## config.mk

```make
export PLATFORM = sky130hd
export DESIGN_NAME = nvram_upload
export DESIGN_NICKNAME = d
export VERILOG_FILES = /design/src/rtl/nvram_upload.sv
export SDC_FILE = /design/constraint.sdc
export NUM_CORES = 1
export LEC_CHECK = 0
export BUFFER_PORTS_ARGS = -buffer_cell sky130_fd_sc_hd__clkbuf_2
export CAP_MARGIN = 30
export CORE_MARGIN = 1.5
export CORE_UTILIZATION = 45
export DETAILED_ROUTE_END_ITERATION = 10
export GPL_ROUTABILITY_DRIVEN = 0
export PLACE_DENSITY_LB_ADDON = 0.05
export SETUP_SLACK_MARGIN = 0.4
export SYNTH_ARGS = -nofsm -noshare
export SYNTH_HDL_FRONTEND = slang
export SYNTH_SLANG_ARGS = --single-unit
```

## constraint.sdc

```tcl
create_clock -name clk_sys -period 5.1 [get_ports clk_sys]
set_input_delay 0.51 -clock clk_sys [delete_from_list [all_inputs] [get_ports clk_sys]]
set_output_delay 0.51 -clock clk_sys [all_outputs]
set_load 0.01 [all_outputs]
```

## src/rtl/nvram_upload.sv

```systemverilog
// nvram_upload: serves HPS upload reads of a 1K x 4 CMOS RAM, packing two nibbles per byte.
module nvram_upload #(
    parameter int          NIB_AW  = 10,
    parameter logic [15:0] INDEX   = 16'd4,
    parameter int          TIMEOUT = 255,
    parameter logic [7:0]  FILL    = 8'hFF
) (
    input  logic              clk_sys,
    input  logic              reset_n,
    input  logic              ioctl_upload,
    input  logic              ioctl_rd,
    input  logic [24:0]       ioctl_addr,
    input  logic [15:0]       ioctl_index,
    output logic [7:0]        ioctl_din,
    output logic              ioctl_wait,
    output logic [NIB_AW-1:0] mem_addr,
    output logic              mem_rd,
    input  logic              mem_ack,
    input  logic [3:0]        mem_dout,
    output logic              busy,
    output logic              timeout_err
);
    typedef enum logic [1:0] {IDLE, LO, HI} state_t;
    localparam logic [24:0] BYTES = 25'(2 ** (NIB_AW - 1));
    state_t            state_q, state_d;
    logic [7:0]        din_q, din_d, cnt_q, cnt_d, cnt_inc;
    logic [NIB_AW-1:0] addr_q, addr_d;
    logic [3:0]        lo_q, lo_d, nib;
    logic              act_q, act_d, terr_q, terr_d, upl_q;
    logic              accept, expired;
    always_comb begin
        state_d = state_q;
        din_d   = din_q;
        addr_d  = addr_q;
        lo_d    = lo_q;
        cnt_d   = cnt_q;
        terr_d  = terr_q && !(ioctl_upload && !upl_q);
        cnt_inc = cnt_q + 8'd1;
        accept  = ioctl_rd && ioctl_upload && ioctl_index == INDEX;
        // a timed-out nibble reads as all ones and advances like an ack
        expired = !mem_ack && cnt_inc == 8'(TIMEOUT);
        nib     = mem_ack ? mem_dout : 4'hF;
        if (state_q == IDLE) begin
            if (accept && ioctl_addr >= BYTES) begin
                din_d = FILL;
            end else if (accept) begin
                state_d = LO;
                addr_d  = {ioctl_addr[NIB_AW-2:0], 1'b0};
                cnt_d   = '0;
            end
        end else if (!ioctl_upload) begin
            state_d = IDLE;
        end else if (mem_ack || expired) begin
            cnt_d  = '0;
            terr_d = terr_d || expired;
            if (state_q == LO) begin
                lo_d      = nib;
                addr_d[0] = 1'b1;
                state_d   = HI;
            end else begin
                din_d   = {nib, lo_q};
                state_d = IDLE;
            end
        end else begin
            cnt_d = cnt_inc;
        end
        act_d = state_d != IDLE;
    end
    always_ff @(posedge clk_sys) begin
        if (!reset_n) begin
            state_q <= IDLE;
            din_q   <= '0;
            addr_q  <= '0;
            lo_q    <= '0;
            cnt_q   <= '0;
            act_q   <= 1'b0;
            terr_q  <= 1'b0;
            upl_q   <= 1'b0;
        end else begin
            state_q <= state_d;
            din_q   <= din_d;
            addr_q  <= addr_d;
            lo_q    <= lo_d;
            cnt_q   <= cnt_d;
            act_q   <= act_d;
            terr_q  <= terr_d;
            upl_q   <= ioctl_upload;
        end
    end
    assign ioctl_din   = din_q;
    assign ioctl_wait  = act_q;
    assign mem_rd      = act_q;
    assign busy        = act_q;
    assign mem_addr    = addr_q;
    assign timeout_err = terr_q;
endmodule

```

After elaboration in Yosys (flattened, before gate mapping)
Cells that the tools add are included.
{ "totals": {"inputBits": 50, "out_inout_bits": 22, "register_bits": 35, "wordCells": 67} }
{ "op_classes": {"eq_ne": 7, "addsub": 1, "n_reduce_logical": 21, "magnitude_cmp": 1, "n_bitwise": 2, "mux": 26} }
{ "op_table": {"columns": ["op", "n"], "rows": [
  ["$mux 8", 10],
  ["$ge 25x10->1 const B", 1],
  ["$eq 16x3->1 const B", 1],
  ["$mux 2", 6],
  ["$mux 1", 9],
  ["$add 8x1->8 const B", 1],
  ["$eq 8x8->1 const B", 1],
  ["$reduce_and 4->1", 2],
  ["$reduce_bool 2->1", 4],
  ["$logic_and 1x1->1", 6],
  ["$ne 2x2->1 const B", 3],
  ["$reduce_and 3->1", 2],
  ["$reduce_and 5->1", 1],
  ["$mux 4", 1],
  ["$logic_not 1->1", 3],
  ["$eq 2x1->1 const B", 1],
  ["$logic_not 2->1", 1],
  ["$logic_or 1x1->1", 2],
  ["$ne 2x1->1 const B", 1],
  ["$not 1->1", 2]
]} }

Logic depth before layout (Yosys ltp)
Gate-level depths: netlist of run 1.
{ "depth": {"ltp_word": 8, "mapped_depth": 8, "depth_no_buf": 7} }

Least setup slack after synthesis of run 1
No wires, ideal clock.
{ "synth_timing": {"path_kind": "flip-flop to flip-flop", "start": "register cnt_q[1]", "end": "register din_q[4], in the netlist ioctl_din[4]", "setup_time_ps": 59, "t_arrival_ps": 1846, "path_buffers": 0, "path_stages_with_launch": 7, "required_time_ps": 5041, "slack_ps": 3196, "period_less_slack_ps": 1904, "path_cell_list": "dfxtp_1 > ha_1 > and3_2 > mux2i_4 > o221ai_2 > a311oi_4 > o221a_2"} }
{ "synth_between": {"elab_chain_cells": 6} }
{ "synth_lines": {"columns": ["element", "line", "source"], "rows": [
  ["from (decl)", "26", "logic [7:0] din_q, din_d, cnt_q, cnt_d, cnt_inc;"],
  ["from (signal assigned)", "84", "cnt_q <= cnt_d;"],
  ["$add 8x1->8", "38", "cnt_inc = cnt_q + 8'd1;"],
  ["$eq 8x8->1", "41", "expired = !mem_ack && cnt_inc == 8'(TIMEOUT);"],
  ["$logic_and 1x1->1", "41", null],
  ["$logic_or 1x1->1", "53", "end else if (mem_ack || expired) begin"],
  ["$reduce_bool 2->1 (no line)", null, null],
  ["$reduce_and 4->1 (no line)", null, null],
  ["to (signal assigned)", "81", "din_q <= din_d;"],
  ["to (decl)", "26", null]
]} }
Every way passes these cells.
A chain may end at the register's enable or synchronous reset.

Worst setup path after layout of run 1
{ "layout_timing": {"start": "register cnt_q[0]", "end": "register din_q[5], in the netlist ioctl_din[5]"} }
The elaborated chain is that of the path after synthesis.

==> results.tsv, run 1 <==
metric	value	unit
netlist_instances	179	
drt_wl_total	3.63	mm
nNetsFinal	299	
cts_hold_buf	0	
n_antenna_cell	0	
clockPowerShare	38.6	%
pwr-share-seq	55.6	%
cts_buffers	5	
start_kind	register	
area_delta_synth_final	27.1	%
synth_fp_nets	231	
synth-edff-count	0	
clkTransAtPathRegs	0.07	ns
final_cells	294	
synth_warnings	0	
post_cts_buffers	0	
cts_sinks	35	
drive_above_1_share	38.7	%
cts_tree	done	
power_density	234	mW/mm^2
setup_viol	0	
leakagePower	0.993	nW
hold_viol	0	
ys_top_cells_by_area	dfxtp_1 (42%), mux2i_1 (5.4%), o221a_2 (5.4%)	
avgSynthCellArea	9.26	sq um
layout_min_cycle_time	2.35	ns
swShare	22.0	%
dp_slack	2.67	ns
globalRouteOverflowTotal	0	
worst_slew_pin_slew	0.985	ns
coreArea	0.00344	sq mm
relSlewSlack	34.1	%
fp.dieW	63.7	um
start_util	48.2	%
p_int	0.000384	W
clock_latency	0.28	ns
synth_commonest_cells	dfxtp_1 (35), nor2_1 (18), a21oi_1 (15)	
pin_count	72	
skew	0.00667	ns
synth_seq_area_share	42.3	%
ir_drop	118	uV
power_switching	0.000108	W
drtPass1Iterations	4	
synth_most_common_cell	dfxtp_1	
grt_max_degree	21	
synthDistinctLibCells	40	
fin_tns_setup	0	ns
cp_max_fo	11	
dp_hpwl	2.75	mm
clock_path_buffers	2	
synth_top_flop_cell	dfxtp_1	
hold_path.class	register to register	
grt_pass1_wl	6.45	mm
hold_slack	0.461	ns
outcome	finished, final reports clean	
die-area	0.00406	sq mm
drv_slew	0	
worstPathRequired	5.32	ns
final_util	61.2	%
drc	0	
first_global_vias	1461	
cap_violations	0	
cts_resized	0	
grt_use_total	20.0	%
worstSetupEndpointType	register	
first_iter_violations	79	
dp.cells	286	
num_vias	1554	
fin_crit_sh	46.0	%
wl_per_cell	12.3	um
yosysTopAreaCell	dfxtp_1	
die_h	63.7	um
combPwrFrac	5.8	%
io_buffers	71	
ant_nets	0	
syn-cell-area	0.00166	sq mm
setup_ws	2.75	ns
max_clock_freq	426	MHz
synth_seq_cells	35	
antenna_found_initial	0	
root_buffer	clkbuf_8	
rows	21	
crit_type	register to register	
synth_top_cell_area_share	42.3	%
rsz0062_at_grt	false	
async_flop_share	0	%
critPathArrivalTime	2.57	ns
htree_levels	2	
viasPerCell	5.29	
==> registers in the layout, summed over array words and instances (netlist names) <==
signal,flops
cnt_q,8
lo_q,4
upl_q,1
ioctl_din,8
mem_addr,10
timeout_err,1
state_q,2
busy,1
==> stage by stage <==
| stage | cell area, sq um | power [W] |
|---|---|---|
| detailed placement | 2020 | 0.000309 |
| floorplan | 1660 | 0.000288 |
| global route | 2110 | 0.000516 |
| CTS | 2110 | 0.000499 |
| finish | 2110 | 0.000492 |
| global placement | 2020 | 0.000309 |
==> placed cells by master, fill, tap and decap left out, types with 5 or more instances in the layout <==
master     synthesis  final
nor4_1             8      8
dfxtp_1           35     35
clkbuf_2           0     71
nor2_1            18     18
nand3_1           14     14
a21oi_1           15     15
o221a_2            8      8
o2111ai_1          6      6
nand2_1           10     10
clkbuf_8           0      5
inv_1              6      6
mux2i_1            9      9
==> cell type report <==
| class | count | area (sq um) |
|---|---|---|
| tap | 46 | 57.6 |
| clock buffer | 6 | 72.6 |
| timing repair buffer | 71 | 355 |
| inverter | 6 | 22.5 |
| sequential | 35 | 701 |
| clock inverter | 2 | 12.5 |
| multi-input combinational | 128 | 886 |
| fill | 330 | 1340 |
==> critical path, cell delays in order, from the launching register on <==
cell and delay (ns):
dfxtp_1 0.44, ha_1 0.22, and3_2 0.26, mux2i_4 0.26, o221ai_2 0.28, a311oi_4 0.56
o221a_2 0.28
==> per-layer routing <==
layer	track usage (%)	vias to the layer above	part of all wire, %
met5	0	-	0
met2	30.7	51	42
met4	5.71	0	1.1
met3	5.89	5	5.7
met1	27.3	690	51
li1	-	808	-
==> power groups by stage <==
stage | Clock, W | Combinational, W | Sequential [W]
final | 0.000190 | 0.0000285 | 0.000274
after global routing | 0.000210 | 0.0000322 | 0.000273
after CTS | 0.000197 | 0.0000288 | 0.000274
after detailed placement | 0 | 0.0000288 | 0.000280
after global placement | 0 | 0.0000286 | 0.000280
after floorplan | 0 | 0.00000800 | 0.000280
==> final timing paths <==
kind	startpoint	to	slack [ns]	cells after the start
setup / recovery	cnt_q[0]	ioctl_din[5]	2.75	6
hold / removal	lo_q[3]	lo_q[3]	0.46	2
setup reg to reg	cnt_q[0]	ioctl_din[5]	2.75	6
hold reg to reg	lo_q[3]	lo_q[3]	0.46	2
==> logic make-up after synthesis <==
| family | count (synthesis) | share of synthesized area, % |
|---|---|---|
| adders and majority gates | 2 | 1.51 |
| muxes | 10 | 6.79 |
| AOI/OAI and AO/OA | 42 | 20.9 |
| buffers and inverters | 16 | 4.30 |
| and+or+nand+nor | 74 | 24.2 |
| DFF | 35 | 42.3 |
No activity file was read; power rests on OpenSTA's default activity.
==> run 2, diff against run 1 <==
--- a/config.mk
+++ b/config.mk
@@ -8,7 +8,7 @@
 export BUFFER_PORTS_ARGS = -buffer_cell sky130_fd_sc_hd__clkbuf_2
 export CAP_MARGIN = 30
 export CORE_MARGIN = 1.5
-export CORE_UTILIZATION = 45
+export CORE_UTILIZATION = 42
 export DETAILED_ROUTE_END_ITERATION = 10
 export GPL_ROUTABILITY_DRIVEN = 0
 export PLACE_DENSITY_LB_ADDON = 0.05
==> constraint.sdc (replaced) <==
create_clock -name clk_sys -period 2 [get_ports clk_sys]
set_input_delay 0.2 -clock clk_sys [delete_from_list [all_inputs] [get_ports clk_sys]]
set_output_delay 0.2 -clock clk_sys [all_outputs]
set_load 0.01 [all_outputs]
==> run 2 against run 1 <==
Utilization fell by 1.3 points. Clock power increased to 2.7 times the previous value. Power grew to 2.6 times the previous value. Die area rose by 6.8%. Via count rose by 5.5%. Worst setup slack lost 2.5 ns. Count of clock-buffer cells in the layout unchanged. First-iteration DRC count fell by 5.1%. Maximum frequency rose by 32%. Global-route usage up 0.064 points. Cell area rose by 5.7%. Critical endpoint is now ioctl_din[3]. Largest cell class unchanged. Largest power group unchanged.
==> results.tsv, run 2 (synthesis gave the netlist of run 1 again) <==
metric	value	unit	change
outcome	finished, final reports clean		unchanged
area_delta_synth_final	34.3	%	was 27.1%
ant_nets	0		unchanged
num_vias	1639		was 1554
htree_levels	2		unchanged
largest_reg_flops	10		unchanged
reg2reg_slack	0.23	ns	was 2.75 ns
final_common_cell	clkbuf_2		unchanged
hold_viol	0		unchanged
n_antenna_cell	0		unchanged
first_iter_violations	75		was 79
max_clock_freq	564	MHz	was 426 MHz
worstPathRequired	2.24	ns	was 5.32 ns
die_h	65.8	um	was 63.7 um
grtUsageMet1	25.7	%	was 27.3%
final_cells	303		was 294
clkTransAtPathRegs	0.07	ns	about the same
leakagePower	1.04	nW	was 0.993 nW
io_buffers	71		unchanged
die-area	0.00433	sq mm	was 0.00406 sq mm
clock_path_buffers	2		unchanged
root_buffer	clkbuf_8		unchanged
skew	0.00746	ns	was 0.00667 ns
cp_max_fo	6		was 11
total_power	0.00129	W	was 0.000492 W
cts_buffers	5		unchanged
drc	0		unchanged
antenna_found_initial	0		unchanged
power_density	579	mW/mm^2	was 234 mW/mm^2
min_from	ioctl_addr[4]		was lo_q[3]
setup_ws	0.228	ns	was 2.75 ns
clock_latency	0.29	ns	was 0.28 ns
final_cell_mix	clkbuf_2 (71), dfxtp_1 (29), nor2_1 (17)		was clkbuf_2 (71), dfxtp_1 (35), nor2_1 (18)
globalRouteOverflowTotal	0		unchanged
grt_pass1_wl	6.70	mm	was 6.45 mm
worst_slew_pin_slew	0.623	ns	was 0.985 ns
hold_path.class	input port to register		was register to register
dp.cells	293		was 286
multi_input_comb_area	925	sq um	was 886 sq um
coreArea	0.00372	sq mm	was 0.00344 sq mm
start_kind	register		unchanged
dp_hpwl	2.91	mm	was 2.75 mm
cap_violations	0		unchanged
first_global_vias	1489		was 1461
ir_drop	391	uV	was 118 uV
worstSetupEndpointType	register		unchanged
cts_hold_buf	0		unchanged
grt_max_degree	21		unchanged
nNetsFinal	307		was 299
drv_slew	0		unchanged
ff2ff_path_depth	7		was 6
rows	22		was 21
setup_viol	0		unchanged
drive_above_1_share	45.9	%	was 38.7%
viasPerCell	5.41		was 5.29
grt_use_total	20.1	%	was 20.0%
relSlewSlack	58.4	%	was 34.1%
fin_crit_sh	88.6	%	was 46.0%
layout_min_cycle_time	1.77	ns	was 2.35 ns
pin_count	72		unchanged
dp_slack	0.121	ns	was 2.67 ns
final_util	59.9	%	was 61.2%
drtPass1Iterations	4		unchanged
wl_per_cell	13.3	um	was 12.3 um
grt.met3_usage	6.13	%	was 5.89%
drt_wl_total	4.03	mm	was 3.63 mm
r2r-start	cnt_q[1]		was cnt_q[0]
fin_tns_setup	0	ns	unchanged
fillerInstances	354		was 330
crit_type	register to register		unchanged
cts_sinks	35		unchanged
start_util	44.6	%	was 48.2%
rsz0062_at_grt	true		was false
fp.dieW	65.8	um	was 63.7 um
busiest_layer	met2		unchanged
ff_latch_area	713	sq um	was 701 sq um
holdPathStages	3		was 2
r2r_end	ioctl_din[3]		was ioctl_din[5]
grt_util_met2	32.3	%	was 30.7%
hold_end	mem_addr[5]		was lo_q[3]
cts_tree	done		unchanged
critPathArrivalTime	2.01	ns	was 2.57 ns
-- run 2: changes by cell type in the layout (fill, tap and decap cells not counted), sizes merged --
cell	change
buf	+8
clkinvlp	-1
-- run 2: timing repair --
item / in CTS / in global routing
resized for setup: 2 / 8
setup endpoints to repair: 24 / 34
pin swaps: 2 / 2
buffers inserted: 3 / 0
-- run 2: cell type report --
| type | instances | share of cell area, % |
|---|---|---|
| Clock buffer | 6 | 3.71 |
| Tap cell | 48 | 2.70 |
| Multi-Input combinational cell | 128 | 41.5 |
| Inverter | 6 | 1.01 |
| Clock inverter | 1 | 0.225 |
| Sequential cell | 35 | 32.0 |
| Timing Repair Buffer | 79 | 18.8 |
-- run 2: how the worst max path moves through the flow --
stage,startpoint,to,slack (ns),cells past startpoint
3_3_place_gp,cnt_q[0],ioctl_din[5],0.14,6
6_report,cnt_q[1],ioctl_din[3],0.23,7
3_5_place_dp,cnt_q[0],ioctl_din[5],0.12,6
5_1_grt,cnt_q[1],cnt_q[1],0.11,5
2_1_floorplan,cnt_q[0],ioctl_din[4],0.30,6
4_1_cts,cnt_q[0],ioctl_din[3],0.18,7
-- run 2: stage by stage --
stage / hold slack, ns / cell area [sq um]
global placement: 0.430 / 2090
finish: 0.148 / 2230
detailed placement: 0.439 / 2090
global route: 0.133 / 2230
floorplan: 0.334 / 1690
CTS: 0.144 / 2200
-- run 2: where the power goes --
| group | internal [W] | switching (W) |
|---|---|---|
| sequential | 0.000695 | 0.000000215 |
| clock | 0.000270 | 0.000250 |
| combinational | 0.0000395 | 0.0000345 |
-- run 2: routing by layer --
| layer | up-vias | part of all wire, % |
|---|---|---|
| li1 | 822 | - |
| met1 | 760 | 48 |
| met2 | 52 | 45 |
| met3 | 5 | 5.8 |
| met4 | 0 | 1.2 |
| met5 | - | 0 |
-- run 2: critical path, stage by stage, from the launching register on --
cell and delay (ns):
dfxtp_4 0.38, ha_4 0.14, and3_4 0.20, mux2i_4 0.24
o221ai_2 0.15, a311oi_4 0.24, buf_4 0.18, o221a_2 0.19
